### src/rtl/demux_4_pkg.sv
// Shared constants for the 1-to-4 stream demultiplexer.
// Channel indices are typed to the select width.
package demux_4_pkg;

  localparam int NUM_CH = 4;
  localparam int SEL_W  = 2;

  localparam logic [SEL_W-1:0] CH0 = 2'd0;
  localparam logic [SEL_W-1:0] CH1 = 2'd1;
  localparam logic [SEL_W-1:0] CH2 = 2'd2;
  localparam logic [SEL_W-1:0] CH3 = 2'd3;

endpackage

### src/rtl/sat_counter.sv
// Saturating up-counter with synchronous clear.
// Clear has priority over increment.
module sat_counter #(
  parameter int CNT_W = 8
) (
  input  logic             clk,
  input  logic             rst_n,
  input  logic             clr,
  input  logic             inc,
  output logic [CNT_W-1:0] cnt
);

  always_ff @(posedge clk or negedge rst_n) begin
    if (!rst_n) begin
      cnt <= '0;
    end else if (clr) begin
      cnt <= '0;
    end else if (inc && (cnt != {CNT_W{1'b1}})) begin
      cnt <= cnt + 1'b1;
    end
  end

endmodule

### src/rtl/demux_4_stream.sv
// 1-to-4 valid/ready demultiplexer with one holding register
// and a saturating beat counter per output channel.
module demux_4_stream
  import demux_4_pkg::*;
#(
  parameter int WIDTH = 8,
  parameter int CNT_W = 8
) (
  input  logic                    clk,
  input  logic                    rst_n,
  input  logic                    in_valid,
  output logic                    in_ready,
  input  logic [WIDTH-1:0]        in_data,
  input  logic [1:0]              in_sel,
  output logic [3:0]              out_valid,
  input  logic [3:0]              out_ready,
  output logic [4*WIDTH-1:0]      out_data,
  input  logic                    cnt_clr,
  output logic [4*CNT_W-1:0]      beat_cnt
);

  logic             hold_vld;
  logic [SEL_W-1:0] hold_sel;
  logic [WIDTH-1:0] hold_data;
  logic             out_fire;
  logic             in_fire;

  assign out_fire = hold_vld && out_ready[hold_sel];
  // Drains and refills in one cycle, so no bubble between beats.
  assign in_ready = !hold_vld || out_fire;
  assign in_fire  = in_valid && in_ready;

  always_ff @(posedge clk or negedge rst_n) begin
    if (!rst_n) begin
      hold_vld  <= 1'b0;
      hold_sel  <= '0;
      hold_data <= '0;
    end else if (in_fire) begin
      hold_vld  <= 1'b1;
      hold_sel  <= in_sel;
      hold_data <= in_data;
    end else if (out_fire) begin
      hold_vld  <= 1'b0;
    end
  end

  always_comb begin
    out_valid = 4'b0000;
    if (hold_vld) begin
      unique case (hold_sel)
        CH0: out_valid = 4'b0001;
        CH1: out_valid = 4'b0010;
        CH2: out_valid = 4'b0100;
        CH3: out_valid = 4'b1000;
        default: out_valid = 4'b0000;
      endcase
    end
  end

  assign out_data = {NUM_CH{hold_data}};

  for (genvar i = 0; i < NUM_CH; i++) begin : g_cnt
    logic inc;
    assign inc = out_fire && (hold_sel == SEL_W'(i));

    sat_counter #(
      .CNT_W (CNT_W)
    ) u_cnt (
      .clk   (clk),
      .rst_n (rst_n),
      .clr   (cnt_clr),
      .inc   (inc),
      .cnt   (beat_cnt[i*CNT_W +: CNT_W])
    );
  end

endmodule

### config.mk
export PLATFORM = sky130hd
export DESIGN_NAME = demux_4_stream
export DESIGN_NICKNAME = d
export VERILOG_FILES = /design/src/rtl/demux_4_pkg.sv /design/src/rtl/sat_counter.sv /design/src/rtl/demux_4_stream.sv
export SDC_FILE = /design/constraint.sdc
export NUM_CORES = 1
export LEC_CHECK = 0
export ABC_AREA = 1
export ABC_CLOCK_PERIOD_IN_PS = 2350
export CAP_MARGIN = 10
export CORE_MARGIN = 2
export CORE_UTILIZATION = 50
export CTS_BUF_LIST = sky130_fd_sc_hd__clkbuf_8
export DETAILED_ROUTE_END_ITERATION = 7
export PLACE_DENSITY = 0.88
export SKIP_LAST_GASP = 1
export SLEW_MARGIN = 10
export SYNTH_ARGS = -nofsm -noshare
export SYNTH_HDL_FRONTEND = slang
export SYNTH_SLANG_ARGS = --single-unit
### constraint.sdc
create_clock -name clk -period 2.35 [get_ports clk]
set_clock_uncertainty 0.2 [all_clocks]
set_input_delay 0.3525 -clock clk [delete_from_list [all_inputs] [get_ports clk]]
set_output_delay 0.3525 -clock clk [all_outputs]
set_load 0.02 [all_outputs]
# Word level (Yosys, flattened, before mapping)
# Cells that the tools add are included.
[totals]
regBits = 43
input_bits = 18
out_inout_bits = 69
word_cells = 51
[op_classes]
addsub = 4
order_cmp = 1
eq_ne = 7
mux = 14
n_reduce_logical = 18
[op_table]
columns = ["cell", "n"]
rows = [
  ["$mux W8", 8],
  ["$add A8 B1 Y8 const B", 4],
  ["$ne A8 B8 Y1 const B", 4],
  ["$pmux W4 S4", 1],
  ["$logic_and A1 B1 Y1", 10],
  ["$reduce_bool A2 Y1", 5],
  ["$eq A2 B2 Y1 const B", 2],
  ["$mux W4", 1],
  ["$lt A2 B3 Y1 const B", 1],
  ["$mux W1", 3],
  ["$bmux W1 S2", 1],
  ["$eq A2 B1 Y1 const B", 1],
  ["$logic_not A2 Y1", 1],
  ["$logic_not A1 Y1", 1],
  ["$logic_or A1 B1 Y1", 1],
]

# Logic depth before layout (Yosys ltp)
# Gate-level depths: netlist of the first run.
[logic_depth]
word_depth = 7
mapped_depth = 9
ltp_nobuf = 9

# Cells and area by module
# A second synthesis of the first run with hierarchy kept.
[unflattened]
cells_unflattened = 391
area_unflattened_um2 = 2777.7
[by_module_without_submodules]
columns = ["mod", "n_inst", "cells_per_inst", "area_each_um2", "seq_area_each_um2"]
rows = [
  ["sat_counter", 4, 74, 511.7, 200.2],
  ["demux_4_stream", 1, 95, 730.7, 275.3],
]

# Worst setup path before layout of the first run
# No wires, ideal clock.
[synth_timing]
kind = "flip-flop to flip-flop"
startpoint = "register hold_sel[0]"
endpoint = "register g_cnt[1].u_cnt.cnt[6]"
setup_time_ns = 0.118
arrival_ns = 1.486
required_time_ns = 2.032
slack_ns = 0.546
stages_incl_launch_ff = 6
path_buffers = 0
synth_period_minus_slack_ns = 1.804
path_cell_list = "dfrtp_1 inv_2 nor3_1 nand3_2 nand3_1 nand2_1"
[synth_between]
elab_chain_cells = 6
elab_cells_between_ends = 7
classes_between = "eq/ne: 1; mux: 2; reduce/logical: 4"
[synth_rtl]
columns = ["item", "line_no", "text"]
rows = [
  ["start: declaration", "demux_4_stream.sv:23", "logic [SEL_W-1:0] hold_sel;"],
  ["start signal: assignment", "demux_4_stream.sv:40", "hold_sel <= in_sel;"],
  ["$bmux W1 S2", "demux_4_stream.sv:28", "assign out_fire = hold_vld && out_ready[hold_sel];"],
  ["$mux W1 (implied by the code)", "demux_4_stream.sv:28", ""],
  ["$logic_and A1 B1 Y1", "demux_4_stream.sv:28", ""],
  ["$logic_and A1 B1 Y1 *", "demux_4_stream.sv:64", "assign inc = out_fire && (hold_sel == SEL_W'(i));"],
  ["$logic_and A1 B1 Y1 *", "sat_counter.sv:18", "end else if (inc && (cnt != {CNT_W{1'b1}})) begin"],
  ["$reduce_bool A2 Y1 (no line) *", "--", ""],
  ["end signal: assignment", "sat_counter.sv:19", "cnt <= cnt + 1'b1;"],
  ["end: declaration", "sat_counter.sv:10", "output logic [CNT_W-1:0] cnt"],
]
# Mark *: on every way between the ends. The rest lies on a longest branch, timed or not. The select of a mux whose other input is x is not followed.
# A chain may end at the register's enable or synchronous reset.

# Worst setup path after layout of the first run
[layout_timing]
startpoint = "register hold_sel[0]"
endpoint = "output port in_ready"
[layout_between]
elab_chain_cells = 4
[layout_rtl]
columns = ["item", "line_no", "text"]
rows = [
  ["$bmux W1 S2", "demux_4_stream.sv:28", ""],
  ["$mux W1 (implied by the code)", "demux_4_stream.sv:28", ""],
  ["$logic_and A1 B1 Y1", "demux_4_stream.sv:28", ""],
  ["$logic_or A1 B1 Y1", "demux_4_stream.sv:30", "assign in_ready = !hold_vld || out_fire;"],
  ["end: declaration", "demux_4_stream.sv:12", "output logic in_ready,"],
]
# Every way passes these cells. The select of a mux whose other input is x is not followed.

==> reports/metrics.yaml, run 1 <==
global_route:
  antenna_found_initial: 0
  busiest_layer: "met2"
  grt_pass1_vias: 2474
  grt_overflow: 0
  grt_usage: 0.2238
  grt_use_met3: 0.04943
  grt_pass1_wl_um: 11150
  use_met1: 0.2668
  grt_max_degree: 34
  gr-usage-met2: 0.4000
routing:
  wl_per_cell_um: 12.56
  dr.pass1.iters: 6
  ant_nets: 0
  drc: 0
  wl_um: 6618
  drt_iter0_drc: 120
  via_per_inst: 5.065
  vias: 2669
synthesis:
  synth-main-ff-cell: "dfrtp_1"
  yosysWarnings: 0
  synth-seq-area-share: 0.3918
  syn-cell-area_um2: 2746
  synth-seq-cells: 43
  syn_avg_cell_area_um2: 7.060
  yosysMostFrequentCell: "nand2_1"
  yosysUniqueCellTypes: 25
  syn_nets: 411
  ys_top_cells_by_count: "130 x nand2_1, 70 x nand3_1, 43 x dfrtp_1, 36 x inv_1, 36 x nor2_1"
  yosys.area.top_type: "dfrtp_1"
  synth_area_leaders: "dfrtp_1 39%, nand2_1 18%, nand3_1 13%, buf_4 6.8%, inv_1 4.9%"
  netlist_instances: 389
  netlist.area_leader.share: 0.3918
  synth_edf_count: 0
  async_reset_ff_frac: 1.000
job:
  maxCapViolCount: 0
hold_path:
  hold_path.class: "in -> async"
worst_setup_path:
  r2r.worst_path.cells: 9
  critical_path.max_stage_delay_ps: 480
  start_kind: "register"
  cp_data_required_time_ps: 1800
  slowest_stage: "dfrtp_1"
  worst-setup-path-type: "reg -> out"
  r2r_slack_ps: 420
  cpMostUsedCell: "nand2_1"
  crit_chain: "inv_2, nand2_1, nand2_1, nand2_2, nand3_2, dlygate4sd2_1"
  path_max_fanout: 7
  arrival_ps: 1590
  end_kind: "output pin"
cells_and_area:
  multiInputGateArea_um2: 1308
  fin_util: 0.7000
  n_antenna_cell: 0
  syn2layout_area_growth_pct: 32.66
  seq_area_um2: 1076
  layout.nets: 478
  nFillCells: 428
  layout-drive-gt1-share: 0.06565
floorplanning:
  start_util: 0.5276
  die-area_um2: 6102
  coreArea_um2: 5205
  die_w_um: 78.12
  ioPinCount: 87
  num_rows: 26
  die_y_um: 78.12
timing:
  fmax_ghz: 0.4660
  finalHoldViolCount: 0
  worst_pin_slew_ps: 429.4
  fin_crit_ps: 2146
  max_slew_margin: 0.7138
  setup_viol: 0
  finalWorstSetupSlack_ps: 204.3
  final.setup.tns_ps: 0
  rsz0062_at_grt: "false"
  drv_slew: 0
  period_share: 0.9131
outcome:
  outcome: "complete, no violations"
clocking:
  clock_sinks: 43
  clk_pin_slew_worst_paths_ps: 90
  root_buffer: "clkbuf_8"
  cts_made_buffers: 5
  cts.path.max_buffers: 2
  cts_tree: "yes"
  postCtsSetupBuffers: 0
  clock_latency_ps: 290
  htree_levels: 2
placed_design:
  hpwlAfterDp_um: 4812
  io_buffers: 86
  routabilityCongestion: 0.8436
  pre_cts_slack_ps: 22.47
pwr:
  p_leak_nw: 1.857
  ir_drop_uv: 647.5
  p_per_area_nw_per_um2: 922.3
[layout make-up]
class | instances | area share
Timing Repair Buffer | 94 | 0.2514
Clock inverter | 2 | 0.009615
Inverter | 37 | 0.03812
Sequential cell | 43 | 0.2953
Tap cell | 70 | 0.02404
Clock buffer | 6 | 0.02266
Multi-Input combinational cell | 275 | 0.3589
[path summary, 6_finish.rpt]
check / startpoint / end
hold / removal: rst_n / g_cnt[0].u_cnt.cnt[4]$_DFFE_PN0P_
min in group clk: hold_data[7]$_DFFE_PN0P_ / hold_data[7]$_DFFE_PN0P_
setup reg to reg: hold_sel[0]$_DFFE_PN0P_ / hold_data[4]$_DFFE_PN0P_
hold reg to reg: hold_data[7]$_DFFE_PN0P_ / hold_data[7]$_DFFE_PN0P_
max in group asynchronous: rst_n / g_cnt[2].u_cnt.cnt[7]$_DFFE_PN0P_
setup / recovery: hold_sel[0]$_DFFE_PN0P_ / in_ready
[report_power, final]
group	total [W]	internal, W	switching, W
combinational	0.00171	0.000740	0.000974
sequential	0.00105	0.000869	0.000177
clock	0.000600	0.000344	0.000256
total	0.00336	0.00195	0.00141
[per-layer routing]
layer  wire length (µm)  up-vias  share of wire
met1               2848     1224           0.43
met4                117        0          0.018
met3                398       13          0.060
li1                   -     1338              -
met2               3253       94           0.49
met5                  0        -              0
[logic make-up (layout without fill, tap and decap cells)]
family	after synthesis	count (layout)	synth area share
buf+inv	71	139	0.1321
compound gates	4	4	0.01002
xor+xnor	6	6	0.01913
simple gates	261	261	0.4287
fa+ha+maj	4	4	0.01822
flops	43	43	0.3918
[placed cells by master (no fill, tap or decap), types with 2 or more instances in the layout]
master / count
a21o_1: 2
buf_4: 7
clkbuf_8: 6
clkdlybuf4s50_1: 80
dfrtp_1: 43
dlygate4sd2_1: 4
ha_1: 4
inv_1: 36
nand2_1: 130
nand2_2: 3
nand3_1: 70
nand3_2: 3
nand3_4: 2
nand3b_1: 4
nand4_1: 3
nor2_1: 36
nor2_2: 2
nor3_1: 4
nor3_2: 2
xor2_1: 6
[registers in the layout (all words and copies together) (netlist names)]
name / count
g_cnt.u_cnt.cnt: 32
hold_data: 8
hold_sel: 2
hold_vld: 1
[worst max-delay path: cells and delay by family (launching register included)]
kind / cells / cell delay [ps]
AND/OR/NAND/NOR: 4 / 360
buffers and inverters: 2 / 470
flip-flops: 1 / 480
[per-stage QoR]
step	instances	power (W)	hold slack (ps)	area, µm²
final	527	0.003360	249.5	3643
after floorplan	389	0.002212	-143.1	2746
after global routing	527	0.003545	267.6	3643
after CTS	527	0.003383	256.6	3641
after detailed placement	518	0.002804	36.72	3518
after global placement	518	0.002768	30.16	3518
[timing repair]
| item | CTS | global route |
|---|---|---|
| gates resized for setup | 4 | 1 |
| pin swaps | 0 | 0 |
| hold buffers | 1 | 0 |
| endpoints found under the hold margin | 10 | 0 |
| setup endpoints to repair | 4 | 1 |
Note: power is estimated with default switching activity, not from simulation.
==> inputs of run 2 (changes only) <==
- SYNTH_HIERARCHICAL: unset -> 1
==> run 2 against run 1 <==
Sequential power increased by 4%. Via count increased by 1.2%. Sequential share of layout area shrank 0.30 points. Worst hold slack improved by 110 ps. Setup slack got worse by 110 ps. Power increased by 1.8%. Area after synthesis grew 1.1%. Largest power group unchanged.
==> reports/metrics.yaml, run 2 <==
timing:
  max_slew_margin: 0.6365
  fin_crit_ps: 2256
  rsz0062_at_grt: "false"
  worst_pin_slew_ps: 545.2
  fmax_ghz: 0.4434
  drv_slew: 0
  setup_viol: 0
  period_share: 0.9598
  fin_hold_ws_ps: 354.5
  finalHoldViolCount: 0
  final.setup.tns_ps: 0
global_route:
  grt_usage: 0.2248
  grt_pass1_wl_um: 11190
  grt_pass1_vias: 2558
  grt_max_degree: 44
  grt_overflow: 0
  antenna_found_initial: 0
clocking:
  postCtsSetupBuffers: 0
  cts_tree: "yes"
  cts.path.max_buffers: 2
  htree_levels: 2
  clock_latency_ps: 300
  clk_pin_slew_worst_paths_ps: 80
  cts_made_buffers: 5
  clock_sinks: 43
  root_buffer: "clkbuf_8"
synthesis:
  synth_area_leaders: "dfrtp_1 39%, nand2_1 17%, nand3_1 8.3%, buf_4 6.8%, inv_1 6.1%"
  netlist_instances: 391
  yosysUniqueCellTypes: 22
  yosysMostFrequentCell: "nand2_1"
  async_reset_ff_frac: 1.000
  synth_edf_count: 0
  synth-main-ff-cell: "dfrtp_1"
  syn_nets: 413
  netlist.area_leader.share: 0.3874
  yosys.area.top_type: "dfrtp_1"
  yosysWarnings: 6
  syn-cell-area_um2: 2778
  ys_top_cells_by_count: "128 x nand2_1, 46 x nand3_1, 45 x inv_1, 43 x dfrtp_1, 25 x buf_4"
  syn_avg_cell_area_um2: 7.104
  synth-seq-cells: 43
  synth-seq-area-share: 0.3874
cells_and_area:
  largest_reg_flops: 32
  final_common_cell: "nand2_1"
  layout-drive-gt1-share: 0.1030
  largest_register: "g_cnt.u_cnt/cnt"
  layoutNonFillerInstCount: 538
  syn2layout_area_growth_pct: 32.52
  n_antenna_cell: 0
  largestRegisters: "g_cnt.u_cnt/cnt: 32 flops, hold_data: 8 flops, hold_sel: 2 flops"
  nFillCells: 475
  final_cell_mix: "128 x nand2_1, 83 x clkdlybuf4s50_1, 46 x inv_1, 46 x nand3_1, 43 x dfrtp_1"
  layout.nets: 487
routing:
  ant_nets: 0
  dr.pass1.iters: 4
  via_per_inst: 5.020
  vias: 2701
  drc: 0
  wl_um: 6677
  drt_iter0_drc: 165
  wl_per_cell_um: 12.41
placed_design:
  routabilityCongestion: 0.8449
  dp_cells: 529
  hpwlAfterDp_um: 4997
  io_buffers: 86
floorplanning:
  die-area_um2: 6168
  die_y_um: 78.54
  start_util: 0.5107
  die_w_um: 78.54
  coreArea_um2: 5439
  num_rows: 27
  ioPinCount: 87
worst_setup_path:
  end_kind: "output pin"
  crit_chain: "inv_2, nand2_1, nor2_1, clkdlybuf4s50_1"
  path_delay_family: "buffers and inverters"
  arrival_ps: 1700
  start_kind: "register"
  cp.buffers_inverters: 2
  critical_path.max_stage_delay_ps: 630
  slowest_stage: "clkdlybuf4s50_1"
  path_max_fanout: 6
  cp_data_required_time_ps: 1800
  worst-setup-path-type: "reg -> out"
pwr:
  p_per_area_nw_per_um2: 929.6
  p_leak_nw: 1.696
  ir_drop_uv: 1015
outcome:
  outcome: "complete, no violations"
job:
  maxCapViolCount: 0
hold_path:
  hold_path.class: "reg -> reg"
[run 2: cell types whose count changed in the layout (fill, tap and decap cells not counted), moves of 6 or more]
cell,change
inv_1,+10
xor2_1,-6
nand3_1,-24
o21bai_1,+7
nor3_1,+8
nor2_2,+6
nand2_2,+8
a21oi_1,+16
nor2_1,-14
[run 2: path summary, 6_finish.rpt]
kind                                          start                           endpoint  slack, ps  cells after the start
setup / recovery            hold_sel[0]$_DFFE_PN0P_                       out_valid[2]         90                      4
hold / removal             hold_data[4]$_DFFE_PN0P_           hold_data[4]$_DFFE_PN0P_        350                      2
setup reg to reg            hold_sel[0]$_DFFE_PN0P_  g_cnt[2].u_cnt/cnt[7]$_DFFE_PN0P_        300                     11
hold reg to reg            hold_data[4]$_DFFE_PN0P_           hold_data[4]$_DFFE_PN0P_        350                      2
max in group asynchronous                     rst_n  g_cnt[0].u_cnt/cnt[5]$_DFFE_PN0P_       1120                      3
min in group asynchronous                     rst_n  g_cnt[0].u_cnt/cnt[2]$_DFFE_PN0P_        450                      3
[run 2: timing repair]
item                                   CTS  global route
hold buffers                             1             0
endpoints found under the hold margin   43             0
setup endpoints to repair                2             0
gates resized for setup                  2             0
[run 2: layout make-up]
type | count | area, µm² | share of cell area
Clock buffer | 7 | 96.34 | 0.02617
Clock inverter | 1 | 3.754 | 0.001020
Inverter | 50 | 207.7 | 0.05642
Multi-Input combinational cell | 271 | 1291 | 0.3508
Sequential cell | 43 | 1076 | 0.2923
Tap cell | 72 | 90.09 | 0.02447
Timing Repair Buffer | 94 | 915.9 | 0.2488
[run 2: kinds of logic after synthesis]
logic type	synth area share
buffers and inverters	0.1477
and+or+nand+nor	0.3766
adders and majority gates	0.01802
AOI/OAI and AO/OA	0.07027
DFF	0.3874
[run 2: per-layer routing]
layer | global-route usage | up-vias | part of all wire
li1 | - | 1355 | -
met1 | 0.2781 | 1255 | 0.43
met2 | 0.3949 | 84 | 0.51
met3 | 0.03908 | 7 | 0.055
met4 | 0.07544 | 0 | 0.0090
met5 | 0 | - | 0
[run 2: where the power goes]
part,internal (W),switching [W]
sequential,0.000885,0.000203
combinational,0.000807,0.00100
clock,0.000264,0.000260
total,0.00196,0.00147
[run 2: worst min-delay path: stages (launching register included)]
cell and delay (ps):
dfrtp_1 400, nand2_1 70, nand2_1 50
[run 2: per-stage QoR]
step,power (W),instance area [µm²],util,worst slack (ps)
3_3_place_gp,0.002888,3573,0.6570,81.49
3_5_place_dp,0.002924,3573,0.6570,60.64
4_1_cts,0.003443,3681,0.6768,79.25
5_1_grt,0.003612,3681,0.6768,6.145
6_report,0.003422,3681,0.6768,94.48
2_1_floorplan,0.002297,2778,-,262.6
